### src/rtl/keypad_scan_pkg.sv
// Shared types and constants for the 4x4 keypad scanner: FSM states, per-frame scan
// result and key-index / one-hot widths.
package keypad_scan_pkg;

  localparam int unsigned NumCols = 4;
  localparam int unsigned NumRows = 4;
  localparam int unsigned NumKeys = NumCols * NumRows;
  localparam int unsigned KeyIdxW = 4;

  typedef enum logic [1:0] {
    StIdle,
    StPressConfirm,
    StHeld,
    StReleaseConfirm
  } key_state_e;

  typedef enum logic [1:0] {
    FrameNone,
    FrameKey,
    FrameMulti
  } frame_e;

  function automatic logic [NumKeys-1:0] key_to_onehot(input logic [KeyIdxW-1:0] idx);
    logic [NumKeys-1:0] oh;
    oh = '0;
    oh[idx] = 1'b1;
    return oh;
  endfunction

endpackage

### src/rtl/keypad_col_seq.sv
// Column dwell counter and sequencer: walks one active-low column at a time and flags
// the last cycle of each dwell as the row sampling point.
module keypad_col_seq
  import keypad_scan_pkg::*;
#(
  parameter int unsigned SCAN_DIV = 50000
) (
  input  logic       clk,
  input  logic       rst,
  output logic [3:0] col_out,
  output logic [1:0] col_idx,
  output logic       sample_en
);

  localparam int unsigned DivW = (SCAN_DIV > 1) ? $clog2(SCAN_DIV) : 1;
  localparam logic [DivW-1:0] DivLast = DivW'(SCAN_DIV - 1);

  logic [DivW-1:0] div_q;
  logic [1:0]      col_q;

  always_ff @(posedge clk) begin
    if (rst) begin
      div_q <= '0;
      col_q <= '0;
    end else if (div_q == DivLast) begin
      div_q <= '0;
      col_q <= col_q + 2'd1;
    end else begin
      div_q <= div_q + DivW'(1);
    end
  end

  assign sample_en = (div_q == DivLast);
  assign col_idx   = col_q;
  assign col_out   = ~(4'b0001 << col_q);

endmodule

### src/rtl/keypad_scan.sv
// 4x4 matrix keypad scanner: builds a per-frame NONE/KEY/MULTI result from the column
// samples and debounces it through a press/release confirm FSM.
module keypad_scan
  import keypad_scan_pkg::*;
#(
  parameter int unsigned SCAN_DIV   = 50000,
  parameter int unsigned DEBOUNCE_N = 5
) (
  input  logic                clk,
  input  logic                rst,
  input  logic [3:0]          row_in,
  output logic [3:0]          col_out,
  output logic [NumKeys-1:0]  onehot,
  output logic                key_pulse,
  output logic                key_down
);

  localparam int unsigned CntW = $clog2(DEBOUNCE_N + 1);
  localparam logic [CntW-1:0] CntOne = CntW'(1);
  localparam logic [CntW-1:0] CntMax = CntW'(DEBOUNCE_N);

  logic [1:0] col_idx;
  logic       sample_en;

  keypad_col_seq #(
    .SCAN_DIV (SCAN_DIV)
  ) u_col_seq (
    .clk       (clk),
    .rst       (rst),
    .col_out   (col_out),
    .col_idx   (col_idx),
    .sample_en (sample_en)
  );

  // Frame accumulation across the four column samples
  logic [3:0]         rows_low;
  logic [2:0]         n_low;
  logic [1:0]         row_pos;
  logic               acc_any_q, acc_any_d;
  logic               acc_multi_q, acc_multi_d;
  logic [KeyIdxW-1:0] acc_idx_q, acc_idx_d;
  logic               base_any, base_multi;
  logic [KeyIdxW-1:0] base_idx;
  logic               frame_done;
  frame_e             frame_res;

  assign rows_low = ~row_in;

  always_comb begin
    n_low   = '0;
    row_pos = '0;
    for (int r = 0; r < 4; r++) begin
      n_low = n_low + {2'b00, rows_low[r]};
      if (rows_low[r]) row_pos = 2'(r);
    end
  end

  always_comb begin
    // Column 0 opens a fresh frame, so earlier samples are ignored there.
    base_any   = (col_idx == 2'd0) ? 1'b0 : acc_any_q;
    base_multi = (col_idx == 2'd0) ? 1'b0 : acc_multi_q;
    base_idx   = (col_idx == 2'd0) ? '0 : acc_idx_q;
    acc_multi_d = base_multi | (n_low > 3'd1) | ((n_low == 3'd1) & base_any);
    acc_any_d   = base_any | (n_low != 3'd0);
    acc_idx_d   = base_idx;
    if ((n_low == 3'd1) && !base_any) acc_idx_d = {col_idx, row_pos};
    frame_done = sample_en && (col_idx == 2'd3);
    if (acc_multi_d)    frame_res = FrameMulti;
    else if (acc_any_d) frame_res = FrameKey;
    else                frame_res = FrameNone;
  end

  always_ff @(posedge clk) begin
    if (rst) begin
      acc_any_q   <= 1'b0;
      acc_multi_q <= 1'b0;
      acc_idx_q   <= '0;
    end else if (sample_en) begin
      acc_any_q   <= acc_any_d;
      acc_multi_q <= acc_multi_d;
      acc_idx_q   <= acc_idx_d;
    end
  end

  // Debounce FSM
  key_state_e         state_q, state_d;
  logic [KeyIdxW-1:0] cand_q, cand_d;
  logic [CntW-1:0]    cnt_q, cnt_d, cnt_inc;
  logic [NumKeys-1:0] onehot_q, onehot_d;
  logic               key_pulse_q, key_pulse_d;
  logic               key_down_q, key_down_d;
  logic               is_cand;

  assign cnt_inc = cnt_q + CntOne;
  assign is_cand = (frame_res == FrameKey) && (acc_idx_d == cand_q);

  always_comb begin
    state_d     = state_q;
    cand_d      = cand_q;
    cnt_d       = cnt_q;
    onehot_d    = onehot_q;
    key_pulse_d = 1'b0;
    key_down_d  = key_down_q;
    if (frame_done) begin
      unique case (state_q)
        StIdle: begin
          if (frame_res == FrameKey) begin
            cand_d = acc_idx_d;
            cnt_d  = CntOne;
            if (CntOne >= CntMax) begin
              state_d     = StHeld;
              onehot_d    = key_to_onehot(acc_idx_d);
              key_pulse_d = 1'b1;
              key_down_d  = 1'b1;
            end else begin
              state_d = StPressConfirm;
            end
          end
        end
        StPressConfirm: begin
          if (is_cand) begin
            cnt_d = cnt_inc;
            if (cnt_inc >= CntMax) begin
              state_d     = StHeld;
              onehot_d    = key_to_onehot(cand_q);
              key_pulse_d = 1'b1;
              key_down_d  = 1'b1;
            end
          end else if (frame_res == FrameKey) begin
            cand_d = acc_idx_d;
            cnt_d  = CntOne;
          end else begin
            state_d = StIdle;
          end
        end
        StHeld: begin
          if (!is_cand) begin
            cnt_d = CntOne;
            if (CntOne >= CntMax) begin
              state_d    = StIdle;
              key_down_d = 1'b0;
            end else begin
              state_d = StReleaseConfirm;
            end
          end
        end
        StReleaseConfirm: begin
          if (is_cand) begin
            state_d = StHeld;
          end else begin
            cnt_d = cnt_inc;
            if (cnt_inc >= CntMax) begin
              state_d    = StIdle;
              key_down_d = 1'b0;
            end
          end
        end
        default: state_d = StIdle;
      endcase
    end
  end

  always_ff @(posedge clk) begin
    if (rst) begin
      state_q     <= StIdle;
      cand_q      <= '0;
      cnt_q       <= '0;
      onehot_q    <= '0;
      key_pulse_q <= 1'b0;
      key_down_q  <= 1'b0;
    end else begin
      state_q     <= state_d;
      cand_q      <= cand_d;
      cnt_q       <= cnt_d;
      onehot_q    <= onehot_d;
      key_pulse_q <= key_pulse_d;
      key_down_q  <= key_down_d;
    end
  end

  assign onehot    = onehot_q;
  assign key_pulse = key_pulse_q;
  assign key_down  = key_down_q;

endmodule

### config.mk
export PLATFORM = sky130hd
export DESIGN_NAME = keypad_scan
export DESIGN_NICKNAME = d
export VERILOG_FILES = /design/src/rtl/keypad_scan_pkg.sv /design/src/rtl/keypad_col_seq.sv /design/src/rtl/keypad_scan.sv
export SDC_FILE = /design/constraint.sdc
export NUM_CORES = 1
export LEC_CHECK = 0
export CAP_MARGIN = 30
export CORE_MARGIN = 2
export CORE_UTILIZATION = 55
export DETAILED_ROUTE_END_ITERATION = 10
export PLACE_DENSITY = 0.87
export SLEW_MARGIN = 15
export SYNTH_ARGS = -nofsm -noshare
export SYNTH_HDL_FRONTEND = slang
export SYNTH_SLANG_ARGS = --single-unit
### constraint.sdc
create_clock -name clk -period 4.4 [get_ports clk]
set_clock_uncertainty 0.05 [all_clocks]
set_input_delay 0.88 -clock clk [delete_from_list [all_inputs] [get_ports clk]]
set_output_delay 0.88 -clock clk [all_outputs]
set_load 0.01 [all_outputs]
* Word level (Yosys, flattened, before mapping)
Index checks and enable logic that the tools add are counted.
Cells by class: multipliers 0, div/mod/pow operators 0, $lt $le $gt $ge 4, reductions and logical operators 17, multiplexer cells 33, shift-type cells 1, eq/ne operators 18, bitwise operators 9, add/subtract/negate cells 6
Operators with widths (number):
- 2-bit 2-to-1 mux | 10
- 16-bit by 1-bit adder with 16-bit output, second input constant | 1
- 16-bit equality test, second input constant | 1
- 4-bit 2-to-1 mux | 4
- 2-bit inequality test, second input constant | 7
- 3-bit 2-to-1 mux | 4
- 3-bit case mux with 4 select lines | 1
- 6-bit AND reduction | 2
- 1-bit 2-to-1 mux | 10
- 3-bit inequality test, second input constant | 3
- 4-bit NOT | 2
- 2-bit case mux with 4 select lines | 1
- 4-bit case mux with 2 select lines | 1
- 2-bit equality test, second input constant | 3
- 3-bit AND reduction | 2
- 4-bit by 5-bit less-than comparator with 1-bit output, second input constant | 1
- 1-bit demux with 4-bit select | 1
- 2-bit by 1-bit equality test with 1-bit output, second input constant | 2
- 4-bit equality test | 1
- 4-bit by 1-bit >= comparator with 1-bit output, second input constant | 1
- 1-bit logical AND | 4
- 2-bit logical NOT | 2
- 4-bit AND reduction | 1
- 2-bit nonzero test | 2
- 17 further kinds | 21
Word-level totals: word-level logic and storage cells 99, memories kept 0, bits in latches 0, output and inout port bits 22, memory bits (writable) 0, register bits after elaboration 51, ROM bits 0

* Logic depth before layout (Yosys ltp)
Gate-level depths: netlist of the first run.
depth in word-level cells 12, depth in mapped cells 14, depth with buffers taken out 12

* Cells and area by module
Synthesis of the first run repeated with hierarchy kept, for this count alone.
Second synthesis, totals: cells, all modules 350, area, all modules 2851.5 sq um
Modules (own cells, without submodules):
- keypad_scan | instances 1, cells an instance 252, area each 1974.4 sq um
- keypad_col_seq | instances 1, cells an instance 98, area each 877.1 sq um

* Worst setup path before layout of the first run
Ideal clock, no wire load.
kind input to register, start input port row_in[0], end register onehot_q[0], in the netlist onehot[0], cell stages on the path 14, slack 453 ps, data required time 4222 ps, arrival 3770 ps, cells stage by stage fa_1 inv_1 ha_1 inv_1 ha_1 or4b_4 and3_4 nor3_2 o211ai_4 nor4_4 buf_6 buf_12 mux2i_1 nor2_1
On the way: longest elaborated chain between the ends 11, elaborated cells between the ends (all ways) 19, classes of those cells add/sub: 3; order compare: 1; eq/ne: 3; mux: 3; bitwise: 5; reduce/logical: 4
Ends and longest elaborated chain:
- start, declared | line keypad_scan.sv:11 | input logic [3:0] row_in,
- 4-bit NOT (*) | line keypad_scan.sv:47 | assign rows_low = ~row_in;
- 1-bit by 1-bit adder with 2-bit output (*) | line keypad_scan.sv:53 | n_low = n_low + {2'b00, rows_low[r]};
- 2-bit by 1-bit adder with 3-bit output (*) | line keypad_scan.sv:53
- 3-bit by 1-bit adder with 3-bit output (*) | line keypad_scan.sv:53
- 3-bit by 1-bit > comparator with 1-bit output, or another cell as far along | line keypad_scan.sv:63 | acc_multi_d = base_multi | (n_low > 3'd1) | ((n_low == 3'd1) & base_any);
- 1-bit bitwise OR, or another cell as far along | line keypad_scan.sv:63
- 1-bit bitwise OR or 1-bit 2-to-1 mux (tied branches) | line keypad_scan.sv:63, keypad_scan.sv:69
- 2-bit 2-to-1 mux | line keypad_scan.sv:68 | if (acc_multi_d) frame_res = FrameMulti;
- 2-bit by 1-bit equality test with 1-bit output | line keypad_scan.sv:95 | assign is_cand = (frame_res == FrameKey) && (acc_idx_d == cand_q);
- 1-bit logical AND (*) | line keypad_scan.sv:95
- 4-bit AND reduction (no line) (*)
- end signal, assigned | line keypad_scan.sv:175 | onehot_q <= onehot_d;
- end, declared | line keypad_scan.sv:89 | logic [NumKeys-1:0] onehot_q, onehot_d;
Every way passes the cells marked *; elsewhere a longest branch is shown, timed or not. A chain may end at the register's enable or synchronous reset.

* Worst setup path after layout of the first run
start input port row_in[0], end register onehot_q[14], in the netlist onehot[14]
The elaborated chain is that of the path after synthesis.

==> out/results.md, run 1 <==
| Parameter | Reported |
|---|---|
| CTS H-tree depth | 2 |
| Total core area | 4790 um^2 |
| Max VDD drop | 247 uV |
| Most common cell after layout, fill and taps aside | nor2_1 |
| Cell area after technology mapping | 2760 um^2 |
| Most common flop cell mapped by yosys | dfxtp_1 |
| Area occupied by multi-input gates | 1590 um^2 |
| Clock Sinks | 51 |
| Clock-pin slew on the worst setup and hold paths | 0.09 ns |
| Pin count of the biggest net entering global routing | 23 |
| Synth Area in XOR/XNOR | 4.44% |
| Achievable frequency | 0.238 GHz |
| Global-route wire length before repair | 9580 um |
| Max-Cap Viols | 0 |
| Final critical path time including I/O delays and setup | 4.19 ns |
| Largest family of logic cells by synthesized area | simple AND/OR/NAND/NOR gates |
| Register cell area after layout | 1020 um^2 |
| Kind of launch point of the worst setup path | input port |
| Global router's overall resource usage | 22.1% |
| Unrepaired setup endpoints after global routing | no |
| Number of buffers added to fix hold violations after cts | 0 |
| Placement row count | 25 |
| DIE WIDTH | 74.8 um |
| Number of nets in the final layout | 366 |
| Fillers | 377 |
| Delay of the slowest critical-path stage | 0.55 ns |
| Number of standard cells after synthesis | 319 |
| Count of flip-flops with a built-in enable after synthesis | 0 |
| Weighted congestion at the end of routability-driven global placement | 0.849 |
| Library cell contributing the largest single delay on the critical path | fa_1 |
| Root buf cell | clkbuf_8 |
| Arrival time of the worst setup path | 4.34 ns |
| Number of buffers on the longest clock path | 2 |
| Ports placed on the boundary | 28 |
| Fraction of layout cells with a size suffix above 1 | 10.3% |
| Setup repair bufs after CTS | 0 |
| Fin. max-slew vios | 0 |
| Antenna Diode Count | 0 |
| Vias per std cell | 5.55 |
| Total half-perimeter wirelength after legalization and detailed placement | 4100 um |
| Slew at the pin closest to its max-slew limit | 0.651 ns |
| Final setup violation count | 0 |
| Mux contribution to synthesized area | 8.03% |
| Worst max-slew margin expressed relative to the limit | 56.5% |
| First DRT Iteration DRCs | 120 |
| Post-route clock period utilization | 95.3% |
| Net count after synthesis | 336 |
| Starting density of the core | 57.6% |
| Routed len/inst | 13.2 um |
| Die outline area | 5600 um^2 |
| Final Hold Fails | 0 |
| Post-CTS resize count | 0 |
| Via total after detailed routing | 2316 |
| Maximum net fanout on the critical path | 17 |
| Post-synthesis simple-gate area fraction | 27.3% |
| Post-synthesis async set-or-reset flop share | 0% |
| Total clock buffers created by CTS | 5 |
| Insertion delay to the later sink of the worst-skew pair | 0.32 ns |
| Required time of the critical path | 4.55 ns |
| Path type of the worst min-delay path | flip-flop to flip-flop |
| Detailed Route WL | 5510 um |
| Compound-gate portion of the synthesized area | 12.7% |
| Total chip power | 0.857 mW |
| Result of the run | completed |
| Worst Setup Path Type | input port to flip-flop |
| Area growth, synth to finish | 16.9% |
| Part of the Yosys area used for sequential elements | 37.0% |
| Die span in y | 74.8 um |
| Detailed-router iteration count before antenna repair | 5 |
| Global route total overflow | 0 |
| Share of synthesized cell area in full adder, half adder and majority cells | 5.26% |
| Post-Route Utilization | 67.4% |
| Count of different cell masters after synthesis | 55 |
| Flops & latches, synth | 51 |
| Number of antenna violations at the first check in global routing | 0 |
| CTS tree | built |
| Most frequent cells in the layout | nor2_1, dfxtp_1, clkdlybuf4s50_1 |
| Critical path cell sequence | clkdlybuf4s50_1 -> fa_1 -> inv_1 -> ha_1 -> inv_1 -> ha_1 -> or4b_4 -> and3_4 -> nor3_4 -> o2111ai_4 -> nor4_4 -> buf_12 -> mux2i_1 -> nor2_1 |
| Post-synthesis average cell area | 8.65 um^2 |
| YS warnings | 0 |
| Total of buffers placed on input and output ports | 27 |
| Cell area power density | 266 nW/um^2 |
| Drt drc | 0 |
| Via count of the first global-routing pass | 2264 |
| Leakage dissipation | 1.13 nW |
| Critical path capture point type | flip-flop |
| Number of nets still failing antenna checks after routing | 0 |
==> final timing paths <==
path	startpoint	cells past startpoint	endpoint	slack [ns]
max	row_in[0]	14	onehot[14]	0.21
min reg2reg	u_col_seq.div_q[0]	1	u_col_seq.div_q[0]	0.43
max reg2reg	u_col_seq.col_idx[0]	11	onehot[14]	1.70
min	u_col_seq.div_q[0]	1	u_col_seq.div_q[0]	0.43
==> metal layers <==
metal	routed length, um	up-vias	track usage [%]
met3	210	10	6.69
met5	0	-	0
met4	96	0	8.53
li1	-	1163	-
met1	2390	1094	25.3
met2	2810	49	38.7
==> report_power, final <==
group / leakage (nW) / total, mW / switching [mW] / internal, mW
Sequential: 0.411 / 0.467 / 0.00277 / 0.464
Clock: 0.0461 / 0.281 / 0.166 / 0.115
Combinational: 0.672 / 0.109 / 0.0575 / 0.0516
Total: 1.13 / 0.857 / 0.226 / 0.631
==> cell families after synthesis <==
family          after synthesis
buf+inv                      32
flops                        51
xor+xnor                     14
simple gates                147
compound gates               42
mux                          22
fa+ha+maj                    11
==> worst max-delay path: cells and delay by family <==
kind | cells | cell delay [ns]
compound gates | 1 | 0.18
fa+ha+maj | 3 | 0.99
buf+inv | 4 | 0.75
simple gates | 5 | 1.32
mux | 1 | 0.23
==> Yosys cell counts (all sizes together) (5+ instances only) <==
master | count | area share, %
mux2i | 21 | 7.6
a211oi | 8 | 2.5
and3 | 7 | 2.0
a21oi | 6 | 1.1
nand3 | 14 | 2.5
inv | 16 | 2.2
nor2 | 62 | 8.4
o21ai | 5 | 0.91
ha | 10 | 4.5
nand2b | 6 | 1.4
nand2 | 22 | 3.0
clkbuf | 14 | 1.9
xor2 | 10 | 3.2
nor3 | 11 | 2.6
dfxtp | 51 | 37
==> area by class of cell <==
cell class | count | area share, %
sequential | 51 | 31.7
multi-input combinational | 236 | 49.4
tap | 67 | 2.60
inverter | 16 | 1.86
timing repair buffer | 39 | 11.6
clock buffer | 5 | 2.13
clock inverter | 3 | 0.737
==> metrics by stage <==
stage | hold slack [ns] | cell area [um^2] | setup slack [ns] | cells | TNS [ns]
after global placement | 0.393 | 3130 | -0.0357 | 409 | -0.407
after floorplan | 0.380 | 2760 | 0.453 | 319 | 0
after detailed placement | 0.411 | 3130 | -0.120 | 409 | -2.21
after CTS | 0.433 | 3220 | 0.190 | 417 | 0
after global routing | 0.462 | 3220 | 0.0202 | 417 | 0
final | 0.431 | 3220 | 0.205 | 417 | 0
==> sequential cells by signal (all words and copies together), names as in the netlist, named ones only <==
register / count
acc_multi_q: 1
onehot: 16
key_pulse: 1
state_q: 1
u_col_seq.div_q: 16
cand_q: 4
cnt_q: 3
key_down: 1
acc_any_q: 1
u_col_seq.col_idx: 2
acc_idx_q: 4
Power figures use the tool's default switching activity.
==> inputs of run 2 (changes only) <==
- CORE_MARGIN: 2 -> not set
==> out/results.md, run 2 (same netlist as run 1, synthesis figures left out) <==
| Parameter | Reported | Change |
|---|---|---|
| Most common cell after layout, fill and taps aside | nor2_1 |  |
| Die outline area | 5300 um^2 | -5.3% |
| Max VDD drop | 271 uV | +9.7% |
| CTS tree | built |  |
| Clock-pin slew on the worst setup and hold paths | 0.09 ns | about the same |
| Pin count of the biggest net entering global routing | 22 | -4.3% |
| Detailed Route WL | 5450 um | -1.2% |
| Final standard cell area without fillers | 3230 um^2 | +0.19% |
| Detailed-router iteration count before antenna repair | 4 | -1 |
| Count of non-filler cells in the finished layout | 417 | unchanged |
| Leakage dissipation | 1.13 nW | about the same |
| Total core area | 4790 um^2 | unchanged |
| Achievable frequency | 0.239 GHz | about the same |
| Via count of the first global-routing pass | 2182 | -3.6% |
| Required time of the critical path | 4.53 ns | -0.02 ns |
| Post-route clock period utilization | 95.3% | about the same |
| Final Hold Fails | 0 | unchanged |
| Sw frac | 25.9% | -0.43 points |
| Unrepaired setup endpoints after global routing | yes |  |
| Sequential share of power | 54.8% | +0.3 points |
| Root buf cell | clkbuf_8 |  |
| Worst max-slew margin expressed relative to the limit | 56.6% | about the same |
| Number of buffers on the longest clock path | 2 | unchanged |
| DIE WIDTH | 72.8 um | -2.7% |
| Instance count after placement with tap cells included | 409 | unchanged |
| Area growth, synth to finish | 17.1% |  |
| Starting density of the core | 57.6% | unchanged |
| Most frequent cells in the layout | nor2_1, dfxtp_1, clkdlybuf4s50_1 |  |
| Antenna Diode Count | 0 | unchanged |
| Global route total overflow | 0 | unchanged |
| Max-Cap Viols | 0 | unchanged |
| First DRT Iteration DRCs | 96 | -20% |
| Clock power share | 32.3% | -0.5 points |
| Drt drc | 0 | unchanged |
| Ports placed on the boundary | 28 | unchanged |
| Total clock buffers created by CTS | 5 | unchanged |
| Final setup violation count | 0 | unchanged |
| Critical R2R Capture | onehot[14] |  |
| Area occupied by multi-input gates | 1600 um^2 | +0.39% |
| Global-route wire length before repair | 9360 um | -2.3% |
| Cell area reported after detailed placement | 3130 um^2 | unchanged |
| Maximum net fanout on the critical path | 17 | unchanged |
| Global router's overall resource usage | 22.4% | +0.23 points |
| Arrival time of the worst setup path | 4.32 ns | -0.02 ns |
| Placement row count | 25 | unchanged |
| Total half-perimeter wirelength after legalization and detailed placement | 3900 um | -4.7% |
| Fin. max-slew vios | 0 | unchanged |
| Vias per std cell | 5.43 | -2.2% |
| Combinational power share | 12.9% | +0.2 points |
| Power spent charging and discharging nets | 0.221 mW | -2.2% |
| Number of buffers added to fix hold violations after cts | 0 | unchanged |
| Total chip power | 0.852 mW | -0.53% |
| Critical R2R Launch | u_col_seq.col_idx[0] |  |
| Fillers | 363 | -3.7% |
| Routed len/inst | 13.1 um | -1.2% |
| End of the critical path | onehot[14] |  |
| Die span in y | 72.8 um | -2.7% |
| Internal power | 0.631 mW | about the same |
| Count of cells along the worst register-to-register path | 11 | unchanged |
| Number of nets in the final layout | 366 | unchanged |
| Final critical path time including I/O delays and setup | 4.19 ns | -0.00324 ns |
| Fraction of layout cells with a size suffix above 1 | 10.9% | +0.57 points |
| Cell depth of the worst hold path | 1 | unchanged |
| Number of antenna violations at the first check in global routing | 0 | unchanged |
| Slew at the pin closest to its max-slew limit | 0.649 ns | -0.00183 ns |
| Result of the run | completed |  |
| Critical path capture point type | flip-flop |  |
| Number of nets still failing antenna checks after routing | 0 | unchanged |
| Cell area power density | 264 nW/um^2 | -0.73% |
| Path type of the worst min-delay path | flip-flop to flip-flop |  |
| Worst setup path startpoint | row_in[0] |  |
| Weighted congestion at the end of routability-driven global placement | 0.882 | +3.8% |
| Clock Sinks | 51 | unchanged |
| Total of buffers placed on input and output ports | 27 | unchanged |
| CTS H-tree depth | 2 | unchanged |
| Kind of launch point of the worst setup path | input port |  |
| Insertion delay to the later sink of the worst-skew pair | 0.31 ns | about the same |
| Via total after detailed routing | 2265 | -2.2% |
| Setup slack, reg-to-reg | 1.76 ns | +0.06 ns |
| Worst Setup Path Type | input port to flip-flop |  |
| Register cell area after layout | 1020 um^2 | unchanged |
==> run 2: cell count changes in the layout (fill, tap and decap cells not counted) <==
cell,previous run,this run
mux2i_2,0,1
nor2_2,0,1
nor2_1,62,61
mux2i_1,21,20
==> run 2: final cells by class <==
class | count | area share (%)
Tap cell | 67 | 2.59
Clock inverter | 3 | 0.736
Clock buffer | 5 | 2.13
Timing Repair Buffer | 39 | 11.5
Multi-Input combinational cell | 236 | 49.5
Inverter | 16 | 1.86
Sequential cell | 51 | 31.6
==> run 2: per-layer routing <==
metal	global-route usage [%]	share of wire, %
met2	39.1	50
met4	8.28	0.97
met5	0	0
met3	5.11	3.8
met1	26.7	45
==> run 2: stage by stage <==
step	TNS, ns	util, %	hold slack (ns)	setup slack (ns)
floorplan	0	-	0.380	0.453
global placement	-0.639	65.4	0.394	-0.0996
detailed placement	-3.01	65.4	0.401	-0.162
CTS	0	67.4	0.424	0.149
global route	-0.00463	67.5	0.445	-0.00301
finish	0	67.5	0.428	0.208
==> run 2: repair_timing <==
item,4_1_cts,5_1_grt
buffers inserted,0,0
endpoints found under the setup margin,0,19
resized for setup,0,2
==> run 2: power groups by stage <==
stage	Clock [mW]	Combinational [mW]	Sequential, mW
3_5_place_dp	0	0.107	0.478
6_report	0.276	0.110	0.467
2_1_floorplan	0	0.0675	0.478
4_1_cts	0.281	0.108	0.467
5_1_grt	0.304	0.120	0.468
3_3_place_gp	0	0.105	0.478
==> run 2: worst max-delay path: stages <==
cell and delay, ns:
clkdlybuf4s50_1 0.43, fa_1 0.54, inv_1 0.04, ha_1 0.20, inv_1 0.07, ha_1 0.25
or4b_4 0.56, and3_4 0.21, nor3_2 0.21, o211ai_4 0.12, nor4_4 0.31, buf_12 0.21
mux2i_2 0.22, nor2_1 0.05
==> run 2: worst min path at each step <==
stage,start,end
final,u_col_seq.div_q[0],u_col_seq.div_q[0]
after global routing,u_col_seq.div_q[0],u_col_seq.div_q[0]
after CTS,u_col_seq.div_q[0],u_col_seq.div_q[0]
after detailed placement,u_col_seq.div_q[0],u_col_seq.div_q[0]
after global placement,u_col_seq.div_q[0],u_col_seq.div_q[0]
after floorplan,u_col_seq.div_q[0],u_col_seq.div_q[0]
==> patch 1, RTL diff (flow settings as in run 2) <==
Change the parameter `DEBOUNCE_N` from 5 to 6.
--- a/src/rtl/keypad_scan.sv
+++ b/src/rtl/keypad_scan.sv
@@ -5,5 +5,5 @@
 #(
   parameter int unsigned SCAN_DIV   = 50000,
-  parameter int unsigned DEBOUNCE_N = 5
+  parameter int unsigned DEBOUNCE_N = 6
 ) (
   input  logic                clk,
Check against the original RTL: same outputs for any inputs over 10 cycles, from zero or initial values and one cycle with rst high; that may be too few to reach the edited logic, so the function may still have changed.
==> patch 1 against run 2 <==
Worst setup slack gained 160 ps. Clock power grew 24%. Power grew 7.1%. Final area shrank 2.0%. Wire length grew 4.1%. Area after synthesis shrank 5.5%. Sequential cell count is the same. Die area shrank 5.3%. Largest cell class unchanged.
==> patch 1: results <==
{
  "synth_compound_area_frac": 0.122,
  "worstReg2RegEnd": "onehot[1]$_SDFFE_PP0P_",
  "firstDrtPassIters": 7,
  "root_buffer": "clkbuf_8",
  "vdd_drop_max_v": 0.000190,
  "fill_cells": 337,
  "layout-drive-gt1-share": 0.102,
  "cp_slowest_stage_delay_ps": 530,
  "worstPathArrival_ps": 4200,
  "layout.nets": 369,
  "yosysSeqAreaShare": 0.392,
  "synth_xor_area_frac": 0.0504,
  "r2r_cells": 8,
  "vias": 2365,
  "drt_iter0_markers": 280,
  "drt-total-wl_um": 5670,
  "dpl-instance-area_um2": 3020,
  "routabilityCongestion": 0.900,
  "setup_ws_ps": 371,
  "r2r_setup_slack_ps": 1530,
  "pre_cts_ws_ps": -312,
  "layout_commonest_cell": "dfxtp_1",
  "dp.final_hpwl_um": 3960,
  "synthTopCellsByCount": "51 x dfxtp_1, 37 x nor2_1, 34 x nand2_1",
  "leakage_nw": 1.18,
  "synth_cell_type_count": 45,
  "p_switching_uw": 225,
  "min_to": "u_col_seq.div_q[0]$_SDFF_PP0_",
  "syn_nets": 333,
  "holdWs_ps": 406,
  "grt_usage": 0.241,
  "avgViaCountPerCell": 5.84,
  "grt_max_degree": 33,
  "combinationalPowerShare": 0.116,
  "syn_inst": 316,
  "grt_pass1_vias": 2298,
  "place_inst": 397,
  "pg_comb_uw": 106,
  "synth_fa_ha_area_frac": 0.0557,
  "status": "finished clean",
  "p_clk_uw": 342,
  "cp_max_fo": 3,
  "relSlewSlack": 0.511,
  "antenna_found_initial": 0,
  "worst_path_max_delay_cell": "fa_1",
  "netlist_top_cells_area": "dfxtp_1 39%, nor2_1 5.3%, nand2_1 4.9%",
  "r2r_start": "u_col_seq.div_q[7]$_SDFF_PP0_",
  "area_growth_pct": 21.4,
  "synthMuxAreaShare": 0.0307
}
## patch 1: changes by cell type in the layout (fill, tap and decap cells not counted), moves of 6 or more
cell / before / now
nand2_1: 22 / 34
nor2_1: 61 / 37
nand3_1: 14 / 20
mux2i_1: 20 / 8
o21ai_1: 0 / 17
nand3b_1: 0 / 16
## patch 1: cell type report
type / count / share of cell area
Multi-Input combinational cell: 236 / 0.474
Sequential cell: 51 / 0.323
Timing Repair Buffer: 42 / 0.127
Clock buffer: 5 / 0.0217
Tap cell: 52 / 0.0206
Inverter: 16 / 0.0190
Clock inverter: 3 / 0.0150
## patch 1: worst max-delay path by stage
stage,cells after the start,end
2_1_floorplan,12,cnt_q[2]$_SDFFE_PP0P_
3_3_place_gp,13,cnt_q[2]$_SDFFE_PP0P_
3_5_place_dp,15,onehot[1]$_SDFFE_PP0P_
4_1_cts,13,cnt_q[2]$_SDFFE_PP0P_
5_1_grt,13,cnt_q[2]$_SDFFE_PP0P_
6_report,13,cnt_q[2]$_SDFFE_PP0P_
## patch 1: cells by family (layout without fill, tap and decap cells)
kind of cell / count (synthesis) / in the layout
and+or+nand+nor: 153 / 153
DFF: 51 / 51
AOI/OAI and AO/OA: 49 / 49
buffers and inverters: 29 / 66
muxes: 8 / 8
adders and majority gates: 11 / 11
xor gates and xnor gates: 15 / 15
## patch 1: what timing repair did
item	CTS	global route
resized for setup	1	7
endpoints found under the setup margin	1	19
pin swaps	0	3
## patch 1: per-layer routing
layer	routed length [um]	GRT usage	up-vias	share of wire
met4	63	0.0844	0	0.011
met5	0	0	-	0
met1	2570	0.313	1107	0.45
met3	312	0.0442	8	0.055
li1	-	-	1169	-
met2	2720	0.405	81	0.48
==> patch 2, RTL diff (config.mk and constraints of run 2) <==
Made on the original files. Encoding of `key_state_e`: now Gray code (2 bits for 4 states).
--- a/src/rtl/keypad_scan_pkg.sv
+++ b/src/rtl/keypad_scan_pkg.sv
@@ -9,8 +9,8 @@
 
   typedef enum logic [1:0] {
-    StIdle,
-    StPressConfirm,
-    StHeld,
-    StReleaseConfirm
+    StIdle           = 2'b00,
+    StPressConfirm   = 2'b01,
+    StHeld           = 2'b11,
+    StReleaseConfirm = 2'b10
   } key_state_e;
 
Formal check against the unedited RTL: no difference found for any inputs over 10 cycles, from zero or initial values and one cycle with rst high; not proved beyond that.
==> patch 2 against run 2 <==
Fmax up 0.34%. Hold slack worse by 35 ps. Wire length rose by 2.2%. Power grew 6.1%. Worst setup slack gained 14 ps. Synthesized cell count is 7.5% lower. Final cell count decreased by 5.0%. Via count up 1.1%. Sequential cell count did not move. Final area is 0.46% lower. Area after synthesis is 6.8% lower. Critical path type unchanged. Critical endpoint is now state_q[1]$_SDFFE_PP0P_.
==> patch 2: results <==
{
  "min_to": "u_col_seq.div_q[0]$_SDFF_PP0_",
  "cts_setup_buffers": 0,
  "avgViaCountPerCell": 5.78,
  "ctsResizeCount": 6,
  "synthArstFlopShare": 0,
  "worstPathArrival_ps": 4360,
  "pg_comb_uw": 113,
  "grt_use_met2": 0.406,
  "hp-start": "u_col_seq.div_q[0]$_SDFF_PP0_",
  "dp.final_hpwl_um": 3860,
  "multi_input_cells": 210,
  "nNonClkBuffers": 54,
  "r2r_start": "u_col_seq.col_idx[0]$_SDFFE_PP0P_",
  "regArea_um2": 1020,
  "cp_max_fo": 6,
  "hold_class": "flip-flop to flip-flop",
  "clock_cell_area_share": 0.0350,
  "drt-total-wl_um": 5570,
  "met3_usage": 0.0404,
  "clk_path_buf_depth": 2,
  "pre_cts_ws_ps": -502,
  "cp_slowest_stage_delay_ps": 560,
  "inverters_excl_clock": 21,
  "nFlopsAndLatches": 51,
  "p_int_uw": 691,
  "seq_power_share": 0.514,
  "r2r_cells": 10,
  "relSlewSlack": 0.572,
  "layout-drive-gt1-share": 0.154,
  "antenna_cells": 0,
  "final-nonclk-buf-share": 0.148,
  "crit_family": "simple AND/OR/NAND/NOR gates",
  "power_uw": 905,
  "worstReg2RegEnd": "state_q[1]$_SDFFE_PP0P_",
  "routabilityCongestion": 0.877,
  "vdd_drop_max_v": 0.000312,
  "r2r_setup_slack_ps": 1520,
  "grt_pass1_vias": 2203,
  "grt_pass1_wl_um": 9590,
  "drt_iter0_markers": 183,
  "multi_input_area_share": 0.454,
  "cts.clk_slew.worst_paths_ps": 90,
  "status": "finished clean",
  "netlist_top_cells_area": "dfxtp_1 40%, ha_1 6.8%, nor2_1 6.3%",
  "use_met1": 0.293,
  "synthTopCellsByCount": "51 x dfxtp_1, 43 x nor2_1, 21 x inv_1",
  "fill_cells": 320,
  "synth_cell_type_count": 51,
  "yosysSeqAreaShare": 0.397,
  "synth_warnings": 0,
  "layout.nets": 364,
  "root_buffer": "clkbuf_8",
  "io_buffers": 27,
  "syn_nets": 316,
  "grt_max_degree": 17,
  "leakage_nw": 1.22,
  "grt_usage": 0.237
}
## patch 2: cell count changes in the layout (fill, tap and decap cells not counted), moves of 5 or more
| cell | before | now |
|---|---|---|
| mux2i_1 | 20 | 3 |
| buf_4 | 11 | 27 |
| a32o_1 | 0 | 8 |
| nand2_1 | 22 | 13 |
| nor2_1 | 61 | 42 |
| a311oi_1 | 1 | 6 |
| a22o_1 | 0 | 10 |
## patch 2: how the worst max path moves through the flow
stage	start	to	slack, ps
finish	row_in[1]	state_q[1]$_SDFFE_PP0P_	220
global route	row_in[1]	state_q[0]$_SDFFE_PP0P_	120
CTS	row_in[0]	state_q[0]$_SDFFE_PP0P_	5
detailed placement	row_in[1]	onehot[0]$_SDFFE_PP0P_	-500
global placement	row_in[0]	state_q[1]$_SDFFE_PP0P_	-390
floorplan	row_in[0]	state_q[1]$_SDFFE_PP0P_	140
## patch 2: metal layers
| layer | wire [um] | vias up |
|---|---|---|
| met3 | 243 | 12 |
| met2 | 2730 | 63 |
| li1 | - | 1147 |
| met1 | 2510 | 1067 |
| met5 | 0 | - |
| met4 | 86 | 0 |
## patch 2: kinds of logic after synthesis
family                   count (synthesis)  synth area share
multiplexers                             3            0.0117
adder cells (fa/ha/maj)                 15            0.0760
buffers and inverters                   34            0.0506
AND/OR/NAND/NOR                        115             0.231
XOR/XNOR                                14            0.0477
AO/OA/AOI/OAI                           63             0.186
flip-flops                              51             0.397
## patch 2: per-stage QoR
step,cells,utilization,cell area (um2),hold WS [ps],TNS [ps]
after floorplan,295,-,2570,363,0
after global placement,388,0.692,3060,378,-8410
after detailed placement,388,0.692,3060,384,-11400
after CTS,396,0.723,3190,397,0
after global routing,396,0.728,3220,419,0
final,396,0.728,3220,393,0
